File: src/rtl/seg_scan_ctrl_if.sv
// seg_scan_ctrl_if: valid/ready load handshake between a requester and the scanner
interface seg_scan_ctrl_if;
    logic        load_valid;
    logic [15:0] load_data;
    logic        load_ready;
    modport master (output load_valid, load_data, input load_ready);
    modport slave (input load_valid, load_data, output load_ready);
endinterface

File: src/rtl/seg_scan_ctrl.sv
// seg_scan_ctrl: 4-digit multiplexed 7-segment scanner with frame-synchronous double-buffered loads
module seg_scan_ctrl #(
    parameter int TICK_DIV  = 100000,
    parameter int BLANK_CYC = 4
) (
    input  logic               clk,
    input  logic               rst_n,
    seg_scan_ctrl_if.slave     load,
    input  logic               blank_lz,
    output logic [3:0]         an,
    output logic [6:0]         seg,
    output logic               frame_start
);
    localparam int CW = $clog2(TICK_DIV);
    logic [CW-1:0] cnt;
    logic [1:0]    dig;
    logic [15:0]   disp, pending;
    logic          pending_valid;
    logic          tick, bnd, xfer, blank;
    logic [3:0]    cur;
    logic [6:0]    dec;
    assign tick            = cnt == CW'(TICK_DIV - 1);
    assign bnd             = tick && dig == 2'd3;
    assign load.load_ready = rst_n && !pending_valid;
    assign xfer            = load.load_valid && load.load_ready;
    assign cur             = disp[4*dig +: 4];
    // a digit is a leading zero when it and every digit above it are zero
    assign blank           = blank_lz && dig != 2'd0 && (disp >> {dig, 2'b00}) == 16'h0000;
    always_comb begin
        case (cur)
            4'd0:    dec = 7'b1000000;
            4'd1:    dec = 7'b1111001;
            4'd2:    dec = 7'b0100100;
            4'd3:    dec = 7'b0110000;
            4'd4:    dec = 7'b0011001;
            4'd5:    dec = 7'b0010010;
            4'd6:    dec = 7'b0000010;
            4'd7:    dec = 7'b1111000;
            4'd8:    dec = 7'b0000000;
            4'd9:    dec = 7'b0010000;
            default: dec = 7'b0111111;
        endcase
    end
    always_ff @(posedge clk) begin
        if (!rst_n) begin
            cnt           <= '0;
            dig           <= 2'd0;
            disp          <= 16'h0000;
            pending       <= 16'h0000;
            pending_valid <= 1'b0;
            an            <= 4'b1111;
            seg           <= 7'b1111111;
            frame_start   <= 1'b0;
        end else begin
            cnt         <= tick ? '0 : cnt + 1'b1;
            dig         <= dig + {1'b0, tick};
            frame_start <= bnd;
            an          <= (cnt < CW'(BLANK_CYC)) ? 4'b1111 : ~(4'b0001 << dig);
            seg         <= blank ? 7'b1111111 : dec;
            // accept and commit are exclusive, so a value taken on a boundary waits a frame
            if (xfer) begin
                pending       <= load.load_data;
                pending_valid <= 1'b1;
            end else if (bnd && pending_valid) begin
                disp          <= pending;
                pending_valid <= 1'b0;
            end
        end
    end
endmodule

File: src/flat_wrapper.sv
// flat-port wrapper written by rule: the top's interface ports become plain ports
module seg_scan_ctrl_flat 
#(
    parameter int TICK_DIV  = 100000,
    parameter int BLANK_CYC = 4
)
  (clk, rst_n, blank_lz, an, seg, frame_start, load_load_valid, load_load_data, load_load_ready);
  seg_scan_ctrl_if load_i ();
  input  logic clk;
  input  logic rst_n;
  input  logic blank_lz;
  output logic [3:0] an;
  output logic [6:0] seg;
  output logic frame_start;
  input wire logic [$bits(load_i.load_valid)-1:0] load_load_valid;
  input wire logic [$bits(load_i.load_data)-1:0] load_load_data;
  output wire logic [$bits(load_i.load_ready)-1:0] load_load_ready;
  assign load_i.load_valid = load_load_valid;
  assign load_i.load_data = load_load_data;
  assign load_load_ready = load_i.load_ready;
  seg_scan_ctrl #(.TICK_DIV(TICK_DIV), .BLANK_CYC(BLANK_CYC)) u_core (.clk(clk), .rst_n(rst_n), .load(load_i), .blank_lz(blank_lz), .an(an), .seg(seg), .frame_start(frame_start));
endmodule
File: config.mk
export PLATFORM = sky130hd
export DESIGN_NAME = seg_scan_ctrl_flat
export DESIGN_NICKNAME = d
export VERILOG_FILES = /design/src/rtl/seg_scan_ctrl_if.sv /design/src/rtl/seg_scan_ctrl.sv /design/src/flat_wrapper.sv
export SDC_FILE = /design/constraint.sdc
export NUM_CORES = 1
export LEC_CHECK = 0
export CORE_MARGIN = 8
export CORE_UTILIZATION = 45
export DETAILED_ROUTE_END_ITERATION = 7
export PLACE_DENSITY = 0.65
export SYNTH_ARGS = -nofsm -noshare
export SYNTH_HDL_FRONTEND = slang
export SYNTH_SLANG_ARGS = --single-unit
File: constraint.sdc
create_clock -name clk -period 2.8 [get_ports clk]
set_input_delay 0.56 -clock clk [delete_from_list [all_inputs] [get_ports clk]]
set_output_delay 0.56 -clock clk [all_outputs]
set_load 0.02 [all_outputs]
---- After elaboration in Yosys (flattened, before gate mapping) ----
Memories as Yosys holds them, arrays and structs flattened. A register that Yosys moved wholly into a read port is not among the register bits.
Cells that the tools add are included.
storage, ports and cells
  memories kept ........................... 1
  word-level logic and storage cells ...... 35
  output and inout bits ................... 13
  bits in read-only memories .............. 112
  flip-flop bits (word level) ............. 57
memory list
  name             words  width  rd ports  clocked after Yosys merged registers in  wr ports  RTL line             source
  (no name shown)  16     7      1         1                                        0         seg_scan_ctrl.sv:30  case (cur)
operators by class
  equal/unequal tests ..................... 2
  muxes and demuxes ....................... 2
  $add $sub $neg .......................... 2
  order comparisons ....................... 1
  shifts and indexed selects .............. 3
  bitwise gates (word level) .............. 3
  reduce and logical (&&, ||, !) cells .... 14
operator list
  operator               number
  $add 17x1->17 const B  1
  $eq 17x17->1 const B   1
  $lt 17x3->1 const B    1
  $logic_not 16->1       1
  $shiftx 16x5->4        1
  $shr 16x4->16          1
  $logic_and 1x1->1      6
  $reduce_or 2->1        3
  $not 4->4              1
  $reduce_bool 2->1      2
  $shl 1x2->4 const A    1
  $add 2x1->2            1
  $eq 2x2->1 const B     1
  $mux 1                 2
  $not 1->1              2
  $reduce_and 2->1       1
  $logic_not 1->1        1

---- Depth between registers and ports, before layout ----
Gate-level depths: netlist of run 1.
  word-level depth ........................ 5
  depth in mapped cells ................... 8
  mapped depth without buffers ............ 7

---- Worst setup path after synthesis of run 1 ----
Ideal clock, no wire load.
  path type ............................... register -> register
  start point ............................. register u_core.dig[0]
  end point ............................... register u_core.seg[6]
  path buffers ............................ 1
  clock period less this slack ............ 2,235 ps
  setup time .............................. 79 ps
  data arrival time ....................... 2,156 ps
  slack ................................... 565 ps
  stages on the path, launching flop included .. 9
  path through ............................ dfxtp_1 -> clkbuf_1 -> mux4_2 -> inv_1 -> ha_1 -> nand2_1 -> nor4_1 -> o221ai_1 -> o211ai_1
on the way
  word-level cells in the longest chain between the ends .. 4
  elaborated cells on any way between the ends .. 7
RTL lines
  what                                                   RTL line             source
  start, declared                                        seg_scan_ctrl.sv:16  logic [1:0] dig;
  start signal, assigned                                 seg_scan_ctrl.sv:56  dig <= dig + {1'b0, tick};
  $shr 16x4->16 or $reduce_bool 2->1 (tied branches)     seg_scan_ctrl.sv:28  assign blank = blank_lz && dig != 2'd0 && (disp >> {dig, 2'b00}) == 16'h0000;
  $logic_not 16->1 or $logic_and 1x1->1 (tied branches)  seg_scan_ctrl.sv:28
  $logic_and 1x1->1                                      seg_scan_ctrl.sv:28
  $reduce_or 2->1 (no source line)                       --
  end, declared                                          seg_scan_ctrl.sv:11  output logic [6:0] seg,
Several ways; a longest one is shown, not always the timed one.
A chain may end at the register's enable or synchronous reset.

---- Worst setup path after layout of run 1 ----
  start point ............................. input port rst_n
  end point ............................... output port load_load_ready
on the way
  word-level cells in the longest chain between the ends .. 1
RTL lines
  what               RTL line             source
  start, declared    flat_wrapper.sv:10   input logic rst_n;
  $logic_and 1x1->1  seg_scan_ctrl.sv:24  assign load.load_ready = rst_n && !pending_valid;
  end, declared      flat_wrapper.sv:17   output wire logic [$bits(load_i.load_ready)-1:0] load_load_ready;
Every way passes these cells.

==> flow_metrics.tcl, run 1 <==
set metrics [dict create \
    grt-ovfl-total 0 \
    cts_buffers 9 \
    diodes 0 \
    grtUsageTotal_pct 14.91 \
    cts_sinks 64 \
    synth.distinct_cells 35 \
    synth.net_count 342 \
    dieArea_mm2 0.009087 \
    yosysWarnings 0 \
    clkTransAtPathRegs_ps 70 \
    start_kind "primary input" \
    fin_area_mm2 0.003427 \
    p_clk_share_pct 43.5 \
    drtPass1Iterations 4 \
    finalPower_mw 1.854 \
    viasPerCell 5.479 \
    synth_top_area_share_pct 45.25 \
    drtIter0Drc 121 \
    pre_cts_ws_ps 343.1 \
    grt_pass1_vias 2271 \
    p_leak_nw 1.154 \
    final_nets 373 \
    hpwl_um 4258 \
    p_sw_mw 0.4099 \
    cts_tree "yes" \
    syn-cell-area_mm2 0.002831 \
    netlist_top_cells_area "dfxtp_1 45%, nand2_1 5.6%, nand4_1 4.4%, o31ai_2 4.4%, a21oi_1 4.2%" \
    cts.path.max_buffers 2 \
    clock-root-buffer "clkbuf_8" \
    worstPathArrival_ps 1870 \
    pin_count 33 \
    clock_skew_ps 7.673 \
    initial_core_util_pct 45.63 \
    p_int_mw 1.444 \
    synth-main-ff-cell "dfxtp_1" \
    postSynthCellCount 315 \
    fp-row-count 29 \
    place_congestion 0.7957 \
    vias 2345 \
    ys_seq_area_share_pct 45.25 \
    final_max_slew_viol_count 0 \
    place_area_mm2 0.003228 \
    setup_slack_ps 369.0 \
    critPathCaptureType "output pin" \
    slew-limit-headroom_pct 58.67 \
    power_density_mw_per_mm2 541.0 \
    irDropWorstVdd_v 0.0003671 \
    setup_viol 0 \
    worstHoldPathType "reg -> reg" \
    min_period_ps 2431 \
    cts_max_level 3 \
    avgRoutedWirePerCell_um 14.30 \
    grt_max_degree 33 \
    cts_setup_buffers 0 \
    synth_top_cell_by_area "dfxtp_1" \
    finish.utilization_pct 55.23 \
    min_period_over_period_pct 86.82 \
    coreArea_mm2 0.006205 \
    synth.avg_cell_area_um2 8.989 \
    drive_gt1_share_pct 12.25 \
    insertion_delay_ps 340 \
    synth_edf_count 0 \
    fp.dieH_um 95.33 \
    grt_first_pass_wirelength_um 10640 \
    port_buffers 32 \
    drc 0 \
    drv_cap 0 \
    setup_tns_ps 0 \
    crit_fanout 2 \
    grt_setup_unrepaired "false" \
    dp.cells 412 \
    worstSetupPathType "in -> out" \
    hold_viol_final 0 \
    power_frac_comb_pct 5.2 \
    final_cells 428 \
    worstPathRequired_ps 2240 \
    fmax_mhz 411.4 \
    status "finished, final reports clean" \
    holdWs_ps 453.8 \
    seqPwrFrac_pct 51.2 \
    antenna_found_initial 0 \
    holdBufCountCts 0 \
    area_delta_synth_final_pct 21.03 \
    post_cts_resized 0 \
    ys_seq_elements 64 \
    synth_async_sr_flop_share_pct 0 \
    tightest_slew_ps 620.0 \
    die_w_um 95.33 \
    wl_um 6122 \
    swShare_pct 22.11 \
    drt.antenna.violating_nets 0 \
]
## cells in the mapped netlist (8+ instances only)
library cell,number
dfxtp_1,64
nand2_1,42
a21oi_1,24
nor2_1,22
o21ai_0,22
nand4_1,20
clkbuf_1,18
o31ai_2,10
nand3_1,9
xnor2_1,9
inv_1,8
## flip-flops by register name, summed over array words and instances, names as in the netlist
signal,flops
u_core.pending,16
u_core.cnt,17
u_core.pending_valid,1
u_core.an,4
u_core.seg,7
u_core.dig,2
u_core.frame_start,1
u_core.disp,16
## layout by cell type (no fill, tap or decap), types with 4 or more instances in the layout
cell type / n
xnor2_1: 9
ha_1: 7
o31ai_2: 10
mux4_2: 4
o211ai_1: 4
clkdlybuf4s50_1: 32
nor2_1: 22
nand2_1: 42
o31ai_1: 6
nand3_1: 9
nand4_1: 20
nor4_1: 6
or3_1: 7
or4_1: 5
buf_4: 10
inv_1: 8
dfxtp_1: 64
o21ai_0: 22
clkbuf_8: 11
a21oi_1: 24
## power by group through the flow
stage                     clock network, mW  registers (mW)  logic, mW
after CTS                             0.815           0.950     0.0978
after floorplan                           0           0.973     0.0419
after global routing                  0.860           0.952      0.109
final                                 0.807           0.950     0.0966
after detailed placement                  0           0.971     0.0976
after global placement                    0           0.969     0.0966
## critical path: stages
cell and delay (ps):
clkdlybuf4s50_1 480, nor2b_1 190, clkdlybuf4s50_1 640
## logic make-up after synthesis
logic type / after synthesis / share of synthesized area, %
mux: 8 / 4.640
fa+ha+maj: 7 / 3.093
simple gates: 124 / 22.09
buf+inv: 30 / 4.640
flops: 64 / 45.25
xor+xnor: 12 / 3.712
compound gates: 70 / 16.57
## routing by layer
metal | up-vias | global-route usage [%] | wire [um]
li1 | 1199 | - | -
met2 | 55 | 22.73 | 2614
met5 | - | 0 | 0
met1 | 1076 | 18.53 | 3030
met4 | 0 | 7.542 | 159
met3 | 15 | 4.724 | 318
## final cells by class
type	count	area (um^2)
Multi-Input combinational cell	221	1425
Inverter	8	30.03
Fill cell	578	2778
Clock inverter	3	40.04
Sequential cell	64	1281
Timing Repair Buffer	42	395.4
Clock buffer	13	158.9
Tap cell	77	96.34
## path summary, 6_finish.rpt
kind	start	endpoint	slack, ps	cells after the start
setup / recovery	rst_n	load_load_ready	370	3
hold reg to reg	u_core.cnt[0]$_SDFF_PP0_	u_core.cnt[0]$_SDFF_PP0_	450	1
setup reg to reg	u_core.dig[0]$_SDFF_PN0_	u_core.seg[6]$_SDFF_PP1_	480	7
hold / removal	u_core.cnt[0]$_SDFF_PP0_	u_core.cnt[0]$_SDFF_PP0_	450	1
(Power assumes the default switching activity.)
==> run 2: changes to the inputs <==
--- a/config.mk
+++ b/config.mk
@@ -8,6 +8,7 @@
 export CORE_MARGIN = 8
 export CORE_UTILIZATION = 45
 export DETAILED_ROUTE_END_ITERATION = 7
+export GPL_TIMING_DRIVEN = 0
 export PLACE_DENSITY = 0.65
 export SYNTH_ARGS = -nofsm -noshare
 export SYNTH_HDL_FRONTEND = slang
==> flow_metrics.tcl, run 2 (synthesis gave the netlist of run 1 again) <==
set metrics [dict create \
    status "finished, final reports clean" \
    cts_buffers 9 \
    final_common_cell "dfxtp_1" \
    hold_path_end "u_core.cnt[0]$_SDFF_PP0_" \
    setup_viol 0 \
    area_delta_synth_final_pct 23.73 \
    final_max_slew_viol_count 0 \
    drv_cap 0 \
    initial_core_util_pct 45.63 \
    grt_first_pass_wirelength_um 10710 \
    drtIter0Drc 158 \
    fp.dieH_um 95.33 \
    power_density_mw_per_mm2 583.1 \
    worstPathArrival_ps 2100 \
    reg_top3 "u_core.cnt (17), u_core.disp (16), u_core.pending (16)" \
    hpwl_um 4574 \
    drt.antenna.violating_nets 0 \
    hold_viol_final 0 \
    worstHoldPathType "reg -> reg" \
    whs_path_depth 1 \
    reg2reg_from "u_core.dig[0]$_SDFF_PN0_" \
    grt-ovfl-total 0 \
    final_cell_mix "64 x dfxtp_1, 42 x nand2_1, 32 x clkdlybuf4s50_1, 24 x a21oi_1" \
    fp-row-count 29 \
    viasPerCell 5.395 \
    pin_count 33 \
    min_period_over_period_pct 94.98 \
    crit_fanout 6 \
    cts_max_level 3 \
    tightest_slew_ps 953.2 \
    reg2reg_slack_ps 260 \
    cts_tree "yes" \
    clock-root-buffer "clkbuf_8" \
    clock_skew_ps 10.09 \
    r2r_cells 8 \
    cts_sinks 64 \
    cts.path.max_buffers 2 \
    grt_max_degree 12 \
    worstSetupPathType "in -> out" \
    drtPass1Iterations 4 \
    grt_pass1_vias 2228 \
    fmax_mhz 376.0 \
    grtUsageTotal_pct 14.85 \
    regMostFlops "u_core.cnt" \
    port_buffers 32 \
    clkTransAtPathRegs_ps 70 \
    coreArea_mm2 0.006205 \
    drc 0 \
    setup_tns_ps 0 \
    drive_gt1_share_pct 10.47 \
    die_w_um 95.33 \
    dieArea_mm2 0.009087 \
    worstPathRequired_ps 2240 \
    insertion_delay_ps 340 \
    largest_register_ffs 17 \
    antenna_found_initial 0 \
    start_kind "primary input" \
    critPathCaptureType "output pin" \
    place_congestion 0.8218 \
    avgRoutedWirePerCell_um 14.30 \
    p_leak_nw 1.170 \
    irDropWorstVdd_v 0.0003488 \
    diodes 0 \
    wl_um 6292 \
    grt_setup_unrepaired "false" \
    vias 2374 \
    slew-limit-headroom_pct 35.87 \
    worstHoldStart "u_core.cnt[0]$_SDFF_PP0_" \
    min_period_ps 2659 \
    final_nets 385 \
    r2r-end "u_core.seg[6]$_SDFF_PP1_" \
    finish.utilization_pct 56.46 \
]
run 2: changes by cell type in the layout (fill, tap and decap cells not counted), sizes merged:
cell and change:
buf -6, bufinv +2, clkbuf +16, clkinv -1, clkinvlp +1
run 2: routing by layer:
layer  vias up  GRT usage, %  wire (um)
li1       1224             -          -
met1      1086         20.36       3193
met2        55         21.40       2771
met3         9         3.071        245
met4         0         7.802         82
met5         -             0          0
run 2: where the power goes:
group / internal [mW] / switching, mW
logic: 0.0509 / 0.0491
registers: 0.936 / 0.0136
clock network: 0.638 / 0.355
run 2: worst max-delay path, stage by stage:
cell             delay, ps
clkdlybuf4s50_1        640
nor2b_1                250
clkdlybuf4s50_1        650
run 2: per-stage QoR:
stage	setup slack, ps	hold slack, ps	instances	power [mW]	area (um^2)
after floorplan	565.0	417.5	315	1.015	2831
after global placement	105.3	431.5	424	1.070	3248
after detailed placement	98.74	442.0	424	1.071	3248
after CTS	88.22	448.1	440	2.063	3502
after global routing	16.73	480.0	440	2.120	3503
final	140.6	448.9	440	2.043	3503
run 2: cell type report:
cell class              instances  area, um^2
plain buffers                  22       102.6
clock buffers                  11       151.4
clock inverters                 5       102.6
fillers                       582        2701
inverters                       8       30.03
multi-input cells             221        1419
flip-flops and latches         64        1281
well taps                      77       96.34
repair buffers                 32       320.3
run 2: how the worst max path moves through the flow:
stage,startpoint,to,slack [ps],depth (start not counted)
final,rst_n,load_load_ready,140,3
after CTS,u_core.dig[0]$_SDFF_PN0_,u_core.seg[6]$_SDFF_PP1_,90,8
after global placement,rst_n,load_load_ready,110,3
after global routing,u_core.dig[0]$_SDFF_PN0_,u_core.seg[6]$_SDFF_PP1_,20,8
after floorplan,u_core.dig[0]$_SDFF_PN0_,u_core.seg[6]$_SDFF_PP1_,560,8
after detailed placement,rst_n,load_load_ready,100,3
run 2: timing repair:
item                                   CTS  global route
setup buffers                            0             0
setup endpoints to repair                0             7
hold buffers                             0             0
endpoints found under the hold margin    0             0
resized for setup                        0             2
==> run 3: changes to the inputs <==
--- a/config.mk
+++ b/config.mk
@@ -5,11 +5,12 @@
 export SDC_FILE = /design/constraint.sdc
 export NUM_CORES = 1
 export LEC_CHECK = 0
-export CORE_MARGIN = 8
+export CORE_MARGIN = 2
 export CORE_UTILIZATION = 45
 export DETAILED_ROUTE_END_ITERATION = 7
 export GPL_TIMING_DRIVEN = 0
 export PLACE_DENSITY = 0.65
+export SKIP_CTS_REPAIR_TIMING = 1
 export SYNTH_ARGS = -nofsm -noshare
 export SYNTH_HDL_FRONTEND = slang
 export SYNTH_SLANG_ARGS = --single-unit
==> flow_metrics.tcl, run 3 (synthesis gave the netlist of run 1 again) <==
set metrics [dict create \
    status "finished, final reports clean" \
    final_cell_mix "64 x dfxtp_1, 42 x nand2_1, 32 x clkdlybuf4s50_1, 24 x a21oi_1" \
    clock-root-buffer "clkbuf_8" \
    r2r-end "u_core.disp[14]$_SDFFE_PN0P_" \
    hold_viol_final 0 \
    slew-limit-headroom_pct 27.66 \
    cts_tree "yes" \
    grt_pass1_vias 2283 \
    initial_core_util_pct 47.26 \
    grtUsageTotal_pct 18.54 \
    reg2reg_slack_ps 290 \
    place_congestion 0.7584 \
    reg2reg_from "u_core.cnt[0]$_SDFF_PP0_" \
    tightest_slew_ps 1075 \
    drv_cap 0 \
    p_clk_share_pct 44.0 \
    worstSetupPathType "in -> out" \
    grt_first_pass_wirelength_um 10550 \
    grt_setup_unrepaired "false" \
    pin_count 33 \
    viasPerCell 5.396 \
    regArea_mm2 0.001281 \
    cts_sinks 64 \
    r2r_cells 6 \
    fp.dieH_um 83.33 \
    hpwl_um 4428 \
    avgRoutedWirePerCell_um 14.15 \
    power_frac_comb_pct 5.3 \
    setup_tns_ps 0 \
    start_kind "primary input" \
    drive_gt1_share_pct 9.945 \
    worstPathRequired_ps 2240 \
    worstHoldStart "u_core.cnt[0]$_SDFF_PP0_" \
    drtPass1Iterations 4 \
    clkTransAtPathRegs_ps 70 \
    whs_path_depth 1 \
    p_leak_nw 1.146 \
    seqPwrFrac_pct 50.7 \
    fp-row-count 28 \
    area_delta_synth_final_pct 21.96 \
    multiInputGateArea_mm2 0.001419 \
    diodes 0 \
    hold_path_end "u_core.cnt[0]$_SDFF_PP0_" \
    p_int_mw 1.467 \
    fin_area_mm2 0.003453 \
    final_max_slew_viol_count 0 \
    die_w_um 83.33 \
    vias 2358 \
    clock_skew_ps 6.591 \
    power_density_mw_per_mm2 542.5 \
    final_nets 385 \
    final_common_cell "dfxtp_1" \
    regMostFlops "u_core.cnt" \
    cts.path.max_buffers 2 \
    drc 0 \
    cts_buffers 9 \
    reg_top3 "u_core.cnt (17), u_core.disp (16), u_core.pending (16)" \
    worstHoldPathType "reg -> reg" \
    cts_max_level 3 \
    dieArea_mm2 0.006943 \
    antenna_found_initial 0 \
    crit_fanout 6 \
    min_period_over_period_pct 94.57 \
    port_buffers 32 \
    critPathCaptureType "output pin" \
    setup_viol 0 \
    final.fill_count 577 \
    place_area_mm2 0.003246 \
    coreArea_mm2 0.005991 \
    irDropWorstVdd_v 0.0002755 \
    worstPathArrival_ps 2090 \
    grt_max_degree 11 \
    largest_register_ffs 17 \
    drtIter0Drc 81 \
    swShare_pct 21.70 \
    wl_um 6182 \
    drt.antenna.violating_nets 0 \
    fmax_mhz 377.6 \
    grt-ovfl-total 0 \
    min_period_ps 2648 \
    insertion_delay_ps 340 \
    p_sw_mw 0.4065 \
]
## run 3: changes by cell type in the layout (fill, tap and decap cells not counted), sizes merged
cell    change
bufinv      -2
clkbuf      +2
clkinv      -1
## run 3: routing by layer
metal / vias to the layer above / wire (um) / global-route usage [%]
met4: 0 / 121 / 8.346
met2: 45 / 2947 / 31.16
met5: - / 0 / 0
met1: 1085 / 2913 / 22.88
li1: 1219 / - / -
met3: 9 / 199 / 3.678
## run 3: power by group through the flow
stage | registers [mW] | clock network, mW | logic (mW)
final | 0.950 | 0.824 | 0.100
after global routing | 0.952 | 0.881 | 0.110
after CTS | 0.949 | 0.837 | 0.101
after detailed placement | 0.970 | 0 | 0.101
after global placement | 0.969 | 0 | 0.0998
after floorplan | 0.973 | 0 | 0.0419
## run 3: worst max-delay path by stage
| stage | from | endpoint | slack (ps) | depth (start not counted) |
|---|---|---|---|---|
| 2_1_floorplan | u_core.dig[0]$_SDFF_PN0_ | u_core.seg[6]$_SDFF_PP1_ | 560 | 8 |
| 3_3_place_gp | rst_n | load_load_ready | 150 | 3 |
| 3_5_place_dp | rst_n | load_load_ready | 150 | 3 |
| 4_1_cts | u_core.dig[0]$_SDFF_PN0_ | u_core.seg[6]$_SDFF_PP1_ | 140 | 8 |
| 5_1_grt | u_core.dig[0]$_SDFF_PN0_ | u_core.seg[0]$_SDFF_PP1_ | 40 | 8 |
| 6_report | rst_n | load_load_ready | 150 | 3 |
## run 3: worst max-delay path: stages
cell	delay [ps]
clkdlybuf4s50_1	660
nor2b_1	230
clkdlybuf4s50_1	630
## run 3: final cells by class
class / instances / area share (%)
inverters: 8 / 0.8696
plain buffers: 22 / 2.971
multi-input cells: 221 / 41.09
well taps: 75 / 2.717
flip-flops and latches: 64 / 37.10
repair buffers: 32 / 9.275
clock buffers: 13 / 4.891
clock inverters: 2 / 1.087
## run 3: stage by stage
step	setup WS, ps	hold WS (ps)	power (mW)	util, %	instances
6_report	151.9	452.6	1.873	57.64	437
5_1_grt	38.88	474.2	1.943	57.64	437
4_1_cts	144.2	461.0	1.888	57.62	437
3_5_place_dp	145.4	445.7	1.071	54.18	422
3_3_place_gp	154.0	433.0	1.069	54.18	422
2_1_floorplan	565.0	417.5	1.015	-	315
